File: src/rtl/sif_initiator.sv
// sif bus initiator: queues X/W port commands and replays them as single-cycle
// strobes, returning X-port read data through a one-entry response slot.
module sif_initiator #(
    parameter int AW         = 16,
    parameter int DW         = 16,
    parameter int FIFO_DEPTH = 4,
    parameter int RD_LAT     = 1
) (
    input  logic          clk,
    input  logic          rst_b,
    input  logic          cmd_valid,
    output logic          cmd_ready,
    input  logic [1:0]    cmd_op,
    input  logic [AW-1:0] cmd_addr,
    input  logic [DW-1:0] cmd_data,
    output logic          xa_wr_s,
    output logic          xa_rd_s,
    output logic [AW-1:0] xa_addr,
    output logic [DW-1:0] xa_data_wr,
    input  logic [DW-1:0] xa_data_rd,
    output logic          wa_wr_s,
    output logic [AW-1:0] wa_addr,
    output logic [DW-1:0] wa_data_wr,
    output logic          rsp_valid,
    output logic [DW-1:0] rsp_data,
    input  logic          rsp_ready,
    output logic          busy,
    output logic          err_op
);

    localparam int IW = $clog2(FIFO_DEPTH);
    localparam int PW = IW + 1;

    localparam logic [1:0] OP_XWR = 2'b00;
    localparam logic [1:0] OP_XRD = 2'b01;
    localparam logic [1:0] OP_WWR = 2'b10;
    localparam logic [1:0] OP_RSV = 2'b11;

    typedef enum logic [1:0] {
        IDLE    = 2'd0,
        ISSUE   = 2'd1,
        WAIT_RD = 2'd2
    } state_t;

    state_t state, state_d;

    logic [1:0]    fifo_op   [FIFO_DEPTH];
    logic [AW-1:0] fifo_addr [FIFO_DEPTH];
    logic [DW-1:0] fifo_data [FIFO_DEPTH];

    logic [PW-1:0] wr_ptr, rd_ptr;
    logic          ready_en;
    logic          full, empty, push, pop;
    logic [1:0]    head_op;
    logic [AW-1:0] head_addr;
    logic [DW-1:0] head_data;

    logic [2:0]    rd_cnt, rd_cnt_d;
    logic          go_xwr, go_xrd, go_wwr, set_err, capture;

    // Pointers carry one extra wrap bit so full and empty are distinguishable.
    assign empty = (wr_ptr == rd_ptr);
    assign full  = (wr_ptr[PW-1] != rd_ptr[PW-1]) &&
                   (wr_ptr[IW-1:0] == rd_ptr[IW-1:0]);

    assign cmd_ready = ready_en && !full;
    assign push      = cmd_valid && cmd_ready;
    assign busy      = !empty || (state != IDLE);

    assign head_op   = fifo_op[rd_ptr[IW-1:0]];
    assign head_addr = fifo_addr[rd_ptr[IW-1:0]];
    assign head_data = fifo_data[rd_ptr[IW-1:0]];

    always_ff @(posedge clk) begin
        if (push) begin
            fifo_op[wr_ptr[IW-1:0]]   <= cmd_op;
            fifo_addr[wr_ptr[IW-1:0]] <= cmd_addr;
            fifo_data[wr_ptr[IW-1:0]] <= cmd_data;
        end
    end

    always_ff @(posedge clk or negedge rst_b) begin
        if (!rst_b) begin
            wr_ptr   <= '0;
            rd_ptr   <= '0;
            ready_en <= 1'b0;
        end else begin
            ready_en <= 1'b1;
            if (push) wr_ptr <= wr_ptr + PW'(1);
            if (pop)  rd_ptr <= rd_ptr + PW'(1);
        end
    end

    always_comb begin
        state_d  = state;
        rd_cnt_d = rd_cnt;
        pop      = 1'b0;
        go_xwr   = 1'b0;
        go_xrd   = 1'b0;
        go_wwr   = 1'b0;
        set_err  = 1'b0;
        capture  = 1'b0;
        case (state)
            IDLE: begin
                if (!empty) state_d = ISSUE;
            end
            ISSUE: begin
                if (empty) begin
                    state_d = IDLE;
                end else begin
                    case (head_op)
                        OP_XWR: begin
                            pop    = 1'b1;
                            go_xwr = 1'b1;
                        end
                        OP_WWR: begin
                            pop    = 1'b1;
                            go_wwr = 1'b1;
                        end
                        OP_RSV: begin
                            pop     = 1'b1;
                            set_err = 1'b1;
                        end
                        OP_XRD: begin
                            // A read may only start if its response has somewhere to land.
                            if (!rsp_valid || rsp_ready) begin
                                pop      = 1'b1;
                                go_xrd   = 1'b1;
                                rd_cnt_d = '0;
                                state_d  = WAIT_RD;
                            end
                        end
                        default: ;
                    endcase
                end
            end
            WAIT_RD: begin
                if (rd_cnt == 3'(RD_LAT)) begin
                    capture = 1'b1;
                    state_d = empty ? IDLE : ISSUE;
                end else begin
                    rd_cnt_d = rd_cnt + 3'd1;
                end
            end
            default: state_d = IDLE;
        endcase
    end

    always_ff @(posedge clk or negedge rst_b) begin
        if (!rst_b) begin
            state  <= IDLE;
            rd_cnt <= '0;
        end else begin
            state  <= state_d;
            rd_cnt <= rd_cnt_d;
        end
    end

    always_ff @(posedge clk or negedge rst_b) begin
        if (!rst_b) begin
            xa_wr_s    <= 1'b0;
            xa_rd_s    <= 1'b0;
            wa_wr_s    <= 1'b0;
            xa_addr    <= '0;
            xa_data_wr <= '0;
            wa_addr    <= '0;
            wa_data_wr <= '0;
            err_op     <= 1'b0;
            rsp_valid  <= 1'b0;
            rsp_data   <= '0;
        end else begin
            xa_wr_s <= go_xwr;
            xa_rd_s <= go_xrd;
            wa_wr_s <= go_wwr;
            if (go_xwr || go_xrd) xa_addr <= head_addr;
            if (go_xwr) xa_data_wr <= head_data;
            if (go_wwr) begin
                wa_addr    <= head_addr;
                wa_data_wr <= head_data;
            end
            if (set_err) err_op <= 1'b1;
            if (capture) begin
                rsp_valid <= 1'b1;
                rsp_data  <= xa_data_rd;
            end else if (rsp_ready) begin
                rsp_valid <= 1'b0;
            end
        end
    end

endmodule

File: config.mk
export PLATFORM = sky130hd
export DESIGN_NAME = sif_initiator
export DESIGN_NICKNAME = d
export VERILOG_FILES = /design/src/rtl/sif_initiator.sv
export SDC_FILE = /design/constraint.sdc
export NUM_CORES = 1
export LEC_CHECK = 0
export BUFFER_PORTS_ARGS = -buffer_cell sky130_fd_sc_hd__buf_2
export CAP_MARGIN = 20
export CORE_MARGIN = 2
export CORE_UTILIZATION = 45
export DETAILED_ROUTE_END_ITERATION = 8
export PLACE_DENSITY = 0.63
export SLEW_MARGIN = 20
export SYNTH_ARGS = -nofsm -noshare
export SYNTH_HDL_FRONTEND = slang
export SYNTH_SLANG_ARGS = --single-unit
export TNS_END_PERCENT = 20
File: constraint.sdc
create_clock -name clk -period 3.9 [get_ports clk]
set_input_delay 0.195 -clock clk [delete_from_list [all_inputs] [get_ports clk]]
set_output_delay 0.195 -clock clk [all_outputs]
set_load 0.1 [all_outputs]
# Yosys cells after proc, flatten, opt, wreduce, memory -nomap -nowiden

Memories as Yosys holds them, arrays and structs flattened.
Cells that the tools add are included.

ROM bits: 0
RAM bits: 136
Memories: 3
Bits in registers: 97
Input bits: 54
Latch bits: 0

Multiplexer cells: 34
Equal/unequal tests: 17
Shift operators: 0
Div/mod/pow operators: 0
Order comparisons: 0
Bitwise gates (word level): 0
Reduce and logical (&&, ||, !) cells: 17
$mul: 0
$add $sub $neg: 3

Memory list:

| memory    | depth | bits a word | rd ports | clocked after Yosys merged registers in | wr ports | line | RTL |
|---|---|---|---|---|---|---|---|
| fifo_addr | 4     | 16          | 1        | 0                                       | 1        | 48   | `logic [AW-1:0] fifo_addr [FIFO_DEPTH];` |
| fifo_data | 4     | 16          | 1        | 0                                       | 1        | 49   | `logic [DW-1:0] fifo_data [FIFO_DEPTH];` |
| fifo_op   | 4     | 2           | 1        | 0                                       | 1        | 47   | `logic [1:0] fifo_op [FIFO_DEPTH];` |

Operators with widths:

| kind                                                             | count |
|---|---|
| 1-bit two-way mux                                                | 22 |
| 3-bit two-way mux                                                | 4 |
| 2-bit != test (second input constant)                            | 6 |
| 2-bit two-way mux                                                | 5 |
| 3-bit by 1-bit adder with 3-bit output (second input constant)   | 3 |
| 2-bit == test (second input constant)                            | 3 |
| 3-bit != test (second input constant)                            | 2 |
| 2-bit one-hot mux with 3 select lines                            | 1 |
| 3-bit one-hot mux with 2 select lines                            | 1 |
| 2-bit nonzero test                                               | 3 |
| 5-bit AND reduction                                              | 1 |
| 2-bit by 1-bit == test with 1-bit output (second input constant) | 2 |
| 2-bit zero test                                                  | 2 |
| 4-bit AND reduction                                              | 1 |
| 3-bit by 1-bit == test with 1-bit output (second input constant) | 1 |
| 3-bit == test                                                    | 1 |
| 1-bit logical AND                                                | 3 |
| 1-bit zero test                                                  | 3 |
| 1-bit logical OR                                                 | 3 |
| 3-bit OR reduction                                               | 1 |
| 2-bit == test                                                    | 1 |
| 1-bit one-hot mux with 2 select lines                            | 1 |
| 1-bit != test                                                    | 1 |

# Depth between registers and ports, before layout

Gate-level depths: netlist of the first run.

Word-level depth: 7
Depth in mapped cells: 7

# Worst setup path after synthesis of the first run

No wires, ideal clock.

Path kind: register -> register
From: reg rd_ptr[0]
To: mem fifo_addr[3][0], enable pin
Path buffers: 1
Path slack: -0.124 ns
Arrival: 3.628 ns
Cell stages (with the launch flop): 5
Required time: 3.504 ns
Setup time: 0.396 ns
Period minus slack after synthesis: 4.024 ns
Cell sequence: dfrtp_1 -> buf_6 -> xnor2_1 -> a31oi_1 -> and3_1

Longest elaborated chain between the ends: 7

Ends and longest elaborated chain:

| what                                    | line | RTL |
|---|---|---|
| start: declaration                      | 51   | `logic [PW-1:0] wr_ptr, rd_ptr;` |
| start signal: assignment                | 90   | `if (pop) rd_ptr <= rd_ptr + PW'(1);` |
| 2-bit == test                           | 64   | `(wr_ptr[IW-1:0] == rd_ptr[IW-1:0]);` |
| 1-bit logical AND                       | 63   | `assign full = (wr_ptr[PW-1] != rd_ptr[PW-1]) &&` |
| 1-bit zero test                         | 66   | `assign cmd_ready = ready_en && !full;` |
| 1-bit logical AND                       | 66   |  |
| net cmd_ready                           | 12   | `output logic cmd_ready,` |
| 1-bit logical AND                       | 67   | `assign push = cmd_valid && cmd_ready;` |
| 1-bit two-way mux                       | 75   | `if (push) begin` |
| 1-bit two-way mux (implied by the code) | 77   | `fifo_addr[wr_ptr[IW-1:0]] <= cmd_addr;` |
| end: declaration                        | 48   |  |

The timed path passes the listed nets, and every way through them passes these cells.

# Worst setup path in the final report of the first run

From: reg rd_ptr[0]
To: reg xa_data_wr[7]

Longest elaborated chain between the ends: 5

Ends and longest elaborated chain:

| what                   | line | RTL |
|---|---|---|
| memory read 4 x 2 bit  | --   |  |
| 2-bit zero test        | 111  | `case (head_op)` |
| 1-bit two-way mux      | 111  |  |
| 1-bit two-way mux      | 108  | `if (empty) begin` |
| 1-bit two-way mux      | 103  | `case (state)` |
| end signal: assignment | 176  | `if (go_xwr) xa_data_wr <= head_data;` |
| end: declaration       | 19   | `output logic [DW-1:0] xa_data_wr,` |

Parallel ways exist; a longest one is shown, timed or not.
A chain may end at the register's enable or synchronous reset.

==> impl_metrics.py, run 1 <==
metrics = {
    "logic_synthesis": {
        "postSynthAreaPerCell_sq_um": 20.4,
        "synth-simple-area-share": 0.0182,
        "synth_area_leaders": "edfxtp_1 (46%), dfrtp_1 (28%), mux2_2 (9.4%), mux4_2 (9.0%), mux2_4 (1.5%)",
        "yosysSeqAreaShare": 0.741,
        "synth_compound_area_frac": 0.0111,
        "synthXorXnorAreaFrac": 0.00797,
        "synth_largest_area_cell": "edfxtp_1",
        "synth_edf_count": 136,
        "muxShareOfSynthArea": 0.200,
        "yosys.area.top_type_share": 0.465,
        "synthFlopType": "edfxtp_1",
        "synth_top_family_by_area": "multiplexers",
        "syn-num-nets": 492,
        "synth_fa_ha_area_frac": 0.00996,
        "ys_seq_elements": 233,
        "ys_warn_count": 0,
        "netlist_area_sq_um": 8790,
        "synth_cell_types": 35,
        "async_reset_ff_frac": 0.416,
        "synth_cells": 431,
    },
    "setup_path": {
        "cp.arrival_ns": 3.25,
        "crit_fanout": 17,
        "max_stage_delay_ns": 0.75,
        "crit_start": "rd_ptr[0]$_DFFE_PN0P_",
        "critPathSlowestCell": "or3_1",
        "cp-end-kind": "register",
        "setup.worst_path.start_class": "register",
        "reg2reg_from": "rd_ptr[0]$_DFFE_PN0P_",
        "reg2reg_depth": 4,
        "reg2reg_slack_ns": 1.04,
        "r2r_end": "xa_data_wr[7]$_DFFE_PN0P_",
        "required_ns": 4.29,
        "path_class": "register to register",
        "cp-endpoint": "xa_data_wr[7]$_DFFE_PN0P_",
        "path_cells": "buf_4 > mux4_2 > or3_1 > mux2_4",
    },
    "detailed_routing": {
        "drc": 0,
        "post_drt_wl_per_cell_um": 18.5,
        "viasPerCell": 5.01,
        "num_vias": 4622,
        "wl_um": 17100,
        "drt_iter0_markers": 154,
        "antenna_left": 0,
        "drt-pass1-iter-count": 4,
    },
    "global_routing": {
        "grt_max_degree": 52,
        "grt-ovfl-total": 0,
        "grt_pass1_wl_um": 27100,
        "met3_usage": 0.0340,
        "grt_antenna_before_repair": 0,
        "grt_pass1_vias": 5035,
        "grt_usage": 0.170,
        "busiest_layer": "met2",
        "grt_util_met2": 0.291,
        "use_met1": 0.225,
    },
    "hold_path": {
        "min_path_type": "input pin to register",
    },
    "sta": {
        "fin_crit_sh": 0.733,
        "drv_slew": 0,
        "rsz0062_at_grt": "false",
        "max_freq_ghz": 0.350,
        "setup_viol": 0,
        "fin_skew_ns": 0.00844,
        "finalSetupTns_ns": 0,
        "post-route-min-period_ns": 2.86,
        "slew_headroom": 0.308,
        "worstMarginPinSlew_ns": 1.04,
        "report.final.hold_viol_count": 0,
    },
    "finish": {
        "final_common_cell": "buf_2",
        "num_antenna_cells": 0,
        "fillCellCount": 1504,
        "nets": 701,
        "layout_common_cells": "buf_2 (139), edfxtp_1 (136), dfrtp_1 (95)",
        "synthToLayoutAreaGrowth_pct": 26.5,
        "drive_above_1_share": 0.471,
    },
    "clock_network": {
        "cts_tree": "built",
        "post_cts_resized": 0,
        "cts.sinks": 233,
        "clk_path_buf_depth": 3,
        "cts_buffers": 24,
        "clk_pin_slew_ns": 0.06,
        "cts_root_buf": "clkbuf_16",
        "postCtsHoldBufs": 51,
        "postCtsSetupBuffers": 0,
        "htree_levels": 1,
        "clk_latency_ns": 0.51,
    },
    "floorplanning": {
        "start_util": 0.455,
        "coreArea_sq_um": 19300,
        "rows": 51,
        "io_pins": 141,
        "dieHeight_um": 144,
        "die_width_um": 144,
        "dieArea_sq_um": 20700,
    },
    "run": {
        "max-cap-violations": 0,
    },
    "status": {
        "status": "completed",
    },
    "placement": {
        "io_buffer_count": 140,
        "dp_hpwl_um": 10700,
        "gp_congestion": 0.785,
    },
}
[cell usage after synthesis (all sizes together) (3+ instances only)]
master,number
nor2,4
edfxtp,136
ha,7
nand2b,7
dfrtp,97
nand2,7
mux2,82
clkbuf,4
xnor2,6
and3,5
inv,6
o21ai,3
buf,11
mux4,35
[worst max-delay path: cells and delay by family (launching register included)]
kind	cells	cell delay (ns)
buf+inv	1	0.34
mux	2	1.05
flops	1	0.59
simple gates	1	0.75
[worst min-delay path by stage]
stage	startpoint	slack, ns	depth (start not counted)	end
after floorplan	rst_b	-0.10	0	err_op$_DFFE_PN0P_
after global placement	rst_b	0.27	1	xa_rd_s$_DFF_PN0_
after detailed placement	rst_b	0.28	1	xa_rd_s$_DFF_PN0_
after CTS	cmd_valid	0.01	3	wr_ptr[0]$_DFFE_PN0N_
after global routing	cmd_valid	0.04	3	wr_ptr[0]$_DFFE_PN0N_
final	cmd_valid	0.03	3	wr_ptr[0]$_DFFE_PN0N_
[registers in the layout, summed over array words and instances, names as in the netlist, 8 cells and up]
signal	count
fifo_op	8
wa_data_wr	16
rsp_data	16
xa_addr	16
fifo_addr	64
fifo_data	64
xa_data_wr	16
wa_addr	16
[per-stage QoR]
stage / hold slack, ns / setup slack (ns) / area [sq um] / util / cells
final: 0.0332 / 1.04 / 11100 / 0.575 / 923
after floorplan: -0.101 / 0.657 / 8800 / - / 431
after global placement: 0.269 / 1.04 / 9810 / 0.507 / 827
after global routing: 0.0394 / 0.856 / 11100 / 0.575 / 923
after CTS: 0.0123 / 0.981 / 11100 / 0.575 / 923
after detailed placement: 0.283 / 0.948 / 9820 / 0.508 / 828
[metal layers]
metal | part of all wire | routed length (um)
met5 | 0 | 0
met4 | 0.014 | 246
met3 | 0.057 | 969
met2 | 0.49 | 8420
met1 | 0.43 | 7410
[area by class of cell]
| cell class | count | area, sq um | share of cell area |
|---|---|---|---|
| Inverter | 6 | 22.5 | 0.00202 |
| Tap cell | 265 | 332 | 0.0298 |
| Clock buffer | 28 | 626 | 0.0562 |
| Sequential cell | 233 | 6510 | 0.586 |
| Multi-Input combinational cell | 177 | 2190 | 0.197 |
| Clock inverter | 16 | 170 | 0.0153 |
| Timing Repair Buffer | 198 | 1270 | 0.114 |
[kinds of logic after synthesis]
kind of cell,after synthesis
AO/OA/AOI/OAI,14
XOR/XNOR,8
adder cells (fa/ha/maj),7
buffers and inverters,21
flip-flops,233
multiplexers,118
other,1
AND/OR/NAND/NOR,29
Power of run 1 is left out: the tool's default activity adds up to more than one toggle a clock period on the data nets, which glitch-free logic cannot reach.
==> inputs of run 2 (changes only) <==
--- a/config.mk
+++ b/config.mk
@@ -10,7 +10,7 @@
 export CORE_MARGIN = 2
 export CORE_UTILIZATION = 45
 export DETAILED_ROUTE_END_ITERATION = 8
-export PLACE_DENSITY = 0.63
+export PLACE_DENSITY = 0.65
 export SLEW_MARGIN = 20
 export SYNTH_ARGS = -nofsm -noshare
 export SYNTH_HDL_FRONTEND = slang
==> constraint.sdc (replaced) <==
create_clock -name clk -period 2.3 [get_ports clk]
set_input_delay 0.115 -clock clk [delete_from_list [all_inputs] [get_ports clk]]
set_output_delay 0.115 -clock clk [all_outputs]
set_load 0.1 [all_outputs]
==> impl_metrics.py, run 2 (synthesized netlist as in run 1, its figures left out) <==
metrics = {
    "status": {
        "status": "completed",
    },
    "run": {
        "max-cap-violations": 0,
    },
    "setup_path": {
        "setup.worst_path.start_class": "register",
        "crit_fanout": 17,
        "reg2reg_from": "wr_ptr[2]$_DFFE_PN0N_",
        "cp-end-kind": "register",
        "required_ns": 2.69,
        "path_class": "register to register",
        "r2r_end": "xa_data_wr[13]$_DFFE_PN0P_",
        "critPathSlowestCell": "a311o_1",
        "path_cells": "xnor2_1 > a311o_1 > or3_1 > buf_12 > mux2_4",
        "crit_start": "wr_ptr[2]$_DFFE_PN0N_",
        "reg2reg_depth": 5,
        "cp.arrival_ns": 2.49,
        "max_stage_delay_ns": 0.44,
        "cp-endpoint": "xa_data_wr[13]$_DFFE_PN0P_",
        "reg2reg_slack_ns": 0.20,
    },
    "sta": {
        "rsz0062_at_grt": "false",
        "max_freq_ghz": 0.476,
        "slew_headroom": 0.544,
        "finalSetupTns_ns": 0,
        "report.final.hold_viol_count": 0,
        "fin_skew_ns": 0.00753,
        "worstMarginPinSlew_ns": 0.683,
        "setup_viol": 0,
        "fin_crit_sh": 0.914,
        "post-route-min-period_ns": 2.10,
        "drv_slew": 0,
        "fin_ws_ns": 0.198,
    },
    "finish": {
        "fillCellCount": 1469,
        "synthToLayoutAreaGrowth_pct": 29.6,
        "nets": 719,
        "final_common_cell": "buf_2",
        "drive_above_1_share": 0.479,
        "num_antenna_cells": 0,
        "layout_common_cells": "buf_2 (137), edfxtp_1 (136), dfrtp_1 (95)",
    },
    "placement": {
        "place_ws_ns": 0.211,
        "gp_congestion": 0.767,
        "io_buffer_count": 140,
        "dp_hpwl_um": 11300,
    },
    "global_routing": {
        "grt-ovfl-total": 0,
        "grt_pass1_wl_um": 27700,
        "grt_usage": 0.177,
        "grt_antenna_before_repair": 0,
        "grt_max_degree": 49,
        "grt_pass1_vias": 5000,
    },
    "floorplanning": {
        "dieHeight_um": 144,
        "dieArea_sq_um": 20700,
        "coreArea_sq_um": 19300,
        "start_util": 0.455,
        "io_pins": 141,
        "die_width_um": 144,
        "rows": 51,
    },
    "clock_network": {
        "clk_pin_slew_ns": 0.06,
        "cts_root_buf": "clkbuf_16",
        "clk_path_buf_depth": 3,
        "htree_levels": 1,
        "clk_latency_ns": 0.51,
        "cts_buffers": 24,
        "cts_tree": "built",
        "cts.sinks": 233,
    },
    "detailed_routing": {
        "antenna_left": 0,
        "drt_iter0_markers": 172,
        "post_drt_wl_per_cell_um": 18.8,
        "num_vias": 4726,
        "drc": 0,
        "drt-pass1-iter-count": 4,
        "viasPerCell": 5.03,
        "wl_um": 17700,
    },
    "hold_path": {
        "min_path_type": "input pin to asynchronous set/reset pin",
    },
}
-- run 2: changes by cell type in the layout (fill, tap and decap cells not counted), moves of 3 or more --
cell / before / now
and3_2: 4 / 0
and3_4: 0 / 4
buf_12: 0 / 8
buf_4: 8 / 18
clkbuf_1: 3 / 10
clkinv_1: 4 / 1
clkinv_2: 5 / 2
-- run 2: worst min path at each step --
stage / start / to / slack (ns) / cells past startpoint
2_1_floorplan: rst_b / err_op$_DFFE_PN0P_ / -0.18 / 0
3_3_place_gp: rst_b / xa_rd_s$_DFF_PN0_ / 0.19 / 1
3_5_place_dp: rst_b / xa_rd_s$_DFF_PN0_ / 0.20 / 1
4_1_cts: rst_b / rd_cnt[1]$_DFFE_PN0P_ / 0.21 / 2
5_1_grt: rst_b / rd_cnt[1]$_DFFE_PN0P_ / 0.26 / 2
6_report: rst_b / rd_cnt[2]$_DFFE_PN0P_ / 0.20 / 2
-- run 2: layout make-up --
cell class / instances / area (sq um) / share of cell area
Clock inverter: 4 / 43.8 / 0.00384
Multi-Input combinational cell: 177 / 2240 / 0.197
Tap cell: 265 / 332 / 0.0291
Sequential cell: 233 / 6510 / 0.572
Timing Repair Buffer: 216 / 1510 / 0.133
Inverter: 6 / 22.5 / 0.00198
Clock buffer: 39 / 729 / 0.0640
-- run 2: metrics by stage --
stage	instance area [sq um]	hold WS [ns]	instances	util
after floorplan	8860	-0.181	431	-
after global placement	10100	0.186	844	0.522
after detailed placement	10100	0.197	844	0.522
after CTS	11400	0.210	940	0.589
after global routing	11400	0.256	940	0.589
final	11400	0.200	940	0.589
-- run 2: what timing repair did --
item	4_1_cts	5_1_grt
hold endpoints to repair	200	0
setup buffers	0	0
endpoints found under the setup margin	0	0
hold buffers	53	0
gates resized for setup	0	0
-- run 2: critical path, delay by kind of cell, from the launching register on --
kind / cells / cell delay (ns)
muxes: 1 / 0.30
xor gates and xnor gates: 1 / 0.18
buffers and inverters: 1 / 0.19
DFF: 1 / 0.42
and+or+nand+nor: 1 / 0.44
AOI/OAI and AO/OA: 1 / 0.44
-- run 2: per-layer routing --
layer | global-route usage | vias to the layer above | part of all wire
met5 | 0 | - | 0
met4 | 0.0490 | 0 | 0.023
met3 | 0.0370 | 33 | 0.055
met1 | 0.229 | 2411 | 0.42
met2 | 0.306 | 150 | 0.50
li1 | - | 2132 | -
Power of run 2 is left out for the same reason.
==> inputs of run 3 (changes only) <==
--- a/config.mk
+++ b/config.mk
@@ -7,11 +7,11 @@
 export LEC_CHECK = 0
 export BUFFER_PORTS_ARGS = -buffer_cell sky130_fd_sc_hd__buf_2
 export CAP_MARGIN = 20
+export CORE_ASPECT_RATIO = 0.7
 export CORE_MARGIN = 2
 export CORE_UTILIZATION = 45
 export DETAILED_ROUTE_END_ITERATION = 8
 export PLACE_DENSITY = 0.65
-export SLEW_MARGIN = 20
 export SYNTH_ARGS = -nofsm -noshare
 export SYNTH_HDL_FRONTEND = slang
 export SYNTH_SLANG_ARGS = --single-unit
==> impl_metrics.py, run 3 (synthesized netlist as in run 1, its figures left out) <==
metrics = {
    "placement": {
        "place_ws_ns": 0.134,
        "placed_area_sq_um": 10100,
        "io_buffer_count": 140,
        "dp_hpwl_um": 11700,
        "place_inst": 842,
        "gp_congestion": 0.778,
    },
    "status": {
        "status": "completed",
    },
    "floorplanning": {
        "dieHeight_um": 121,
        "dieArea_sq_um": 20700,
        "io_pins": 141,
        "start_util": 0.462,
        "rows": 42,
        "die_width_um": 171,
        "coreArea_sq_um": 19000,
    },
    "detailed_routing": {
        "viasPerCell": 4.96,
        "drc": 0,
        "num_vias": 4654,
        "drt_iter0_markers": 231,
        "wl_um": 17500,
        "drt-pass1-iter-count": 4,
        "antenna_left": 0,
        "post_drt_wl_per_cell_um": 18.6,
    },
    "global_routing": {
        "met3_usage": 0.0388,
        "grt-ovfl-total": 0,
        "use_met1": 0.246,
        "grt_max_degree": 28,
        "grt_pass1_wl_um": 27300,
        "grt_usage": 0.173,
        "grt_pass1_vias": 4962,
        "grt_antenna_before_repair": 1,
        "busiest_layer": "met2",
        "grt_util_met2": 0.278,
    },
    "clock_network": {
        "clk_pin_slew_ns": 0.06,
        "cts_buffers": 23,
        "post_cts_resized": 0,
        "cts.sinks": 233,
        "cts_tree": "built",
        "clk_latency_ns": 0.51,
        "clk_path_buf_depth": 3,
        "htree_levels": 1,
        "cts_root_buf": "clkbuf_16",
    },
    "sta": {
        "fin_crit_sh": 0.941,
        "rsz0062_at_grt": "false",
        "fin_skew_ns": 0.0114,
        "post-route-min-period_ns": 2.17,
        "finalSetupTns_ns": 0,
        "slew_headroom": 0.648,
        "max_freq_ghz": 0.462,
        "report.final.hold_viol_count": 0,
        "worstMarginPinSlew_ns": 0.531,
        "drv_slew": 0,
        "fin_ws_ns": 0.135,
        "setup_viol": 0,
    },
    "finish": {
        "final_common_cell": "buf_2",
        "nets": 717,
        "stdcell_count": 938,
        "layout_common_cells": "buf_2 (139), edfxtp_1 (136), dfrtp_1 (95)",
        "synthToLayoutAreaGrowth_pct": 29.7,
        "final_cell_area_sq_um": 11400,
        "drive_above_1_share": 0.486,
    },
    "setup_path": {
        "cp-end-kind": "register",
        "cp.arrival_ns": 2.56,
        "crit_fanout": 17,
        "required_ns": 2.69,
        "setup.worst_path.start_class": "register",
        "path_class": "register to register",
    },
    "hold_path": {
        "min_path_type": "input pin to asynchronous set/reset pin",
    },
    "run": {
        "max-cap-violations": 0,
    },
}
==> run 3: worst max-delay path: stages, from the launching register on <==
cell     delay, ns
dfrtp_2       0.49
xnor2_2       0.22
a311o_1       0.41
or3_1         0.44
buf_12        0.19
mux2_4        0.30
==> run 3: metrics by stage <==
| step | util | hold WS (ns) |
|---|---|---|
| finish | 0.599 | 0.0635 |
| global route | 0.599 | 0.0787 |
| CTS | 0.599 | 0.0646 |
| detailed placement | 0.532 | 0.0552 |
| global placement | 0.532 | 0.0468 |
| floorplan | - | -0.181 |
==> run 3: area by class of cell <==
cell class	instances	area (sq um)
antenna	1	2.50
clock buffer	29	619
clock inverter	13	136
fill	1475	7620
inverter	6	22.5
multi-input combinational	177	2240
sequential	233	6510
tap	264	330
timing repair buffer	215	1540
==> run 3: what timing repair did <==
| action | CTS | global route |
|---|---|---|
| endpoints found under the hold margin | 251 | 0 |
| endpoints found under the setup margin | 0 | 0 |
| buffers inserted | 0 | 0 |
| hold buffers | 53 | 0 |
==> run 3: path summary, 6_finish.rpt <==
check / from / to / slack [ns] / cells past startpoint
worst max-delay path: rd_ptr[0]$_DFFE_PN0P_ / xa_data_wr[9]$_DFFE_PN0P_ / 0.13 / 5
worst min-delay path: rst_b / wa_data_wr[8]$_DFFE_PN0P_ / 0.06 / 2
worst max register to register: rd_ptr[0]$_DFFE_PN0P_ / xa_data_wr[9]$_DFFE_PN0P_ / 0.13 / 5
worst min register to register: wa_data_wr[10]$_DFFE_PN0P_ / wa_data_wr[10]$_DFFE_PN0P_ / 0.50 / 1
max in group asynchronous: rst_b / xa_addr[13]$_DFFE_PN0P_ / 1.54 / 3
min in group clk: cmd_data[8] / fifo_data[0][8]$_DFFE_PP_ / 0.36 / 2
==> run 3: layer usage <==
| layer | part of all wire | wire, um |
|---|---|---|
| met3 | 0.051 | 898 |
| met5 | 0 | 0 |
| met2 | 0.48 | 8340 |
| met1 | 0.46 | 7960 |
| met4 | 0.017 | 297 |
Power of run 3 is left out for the same reason.
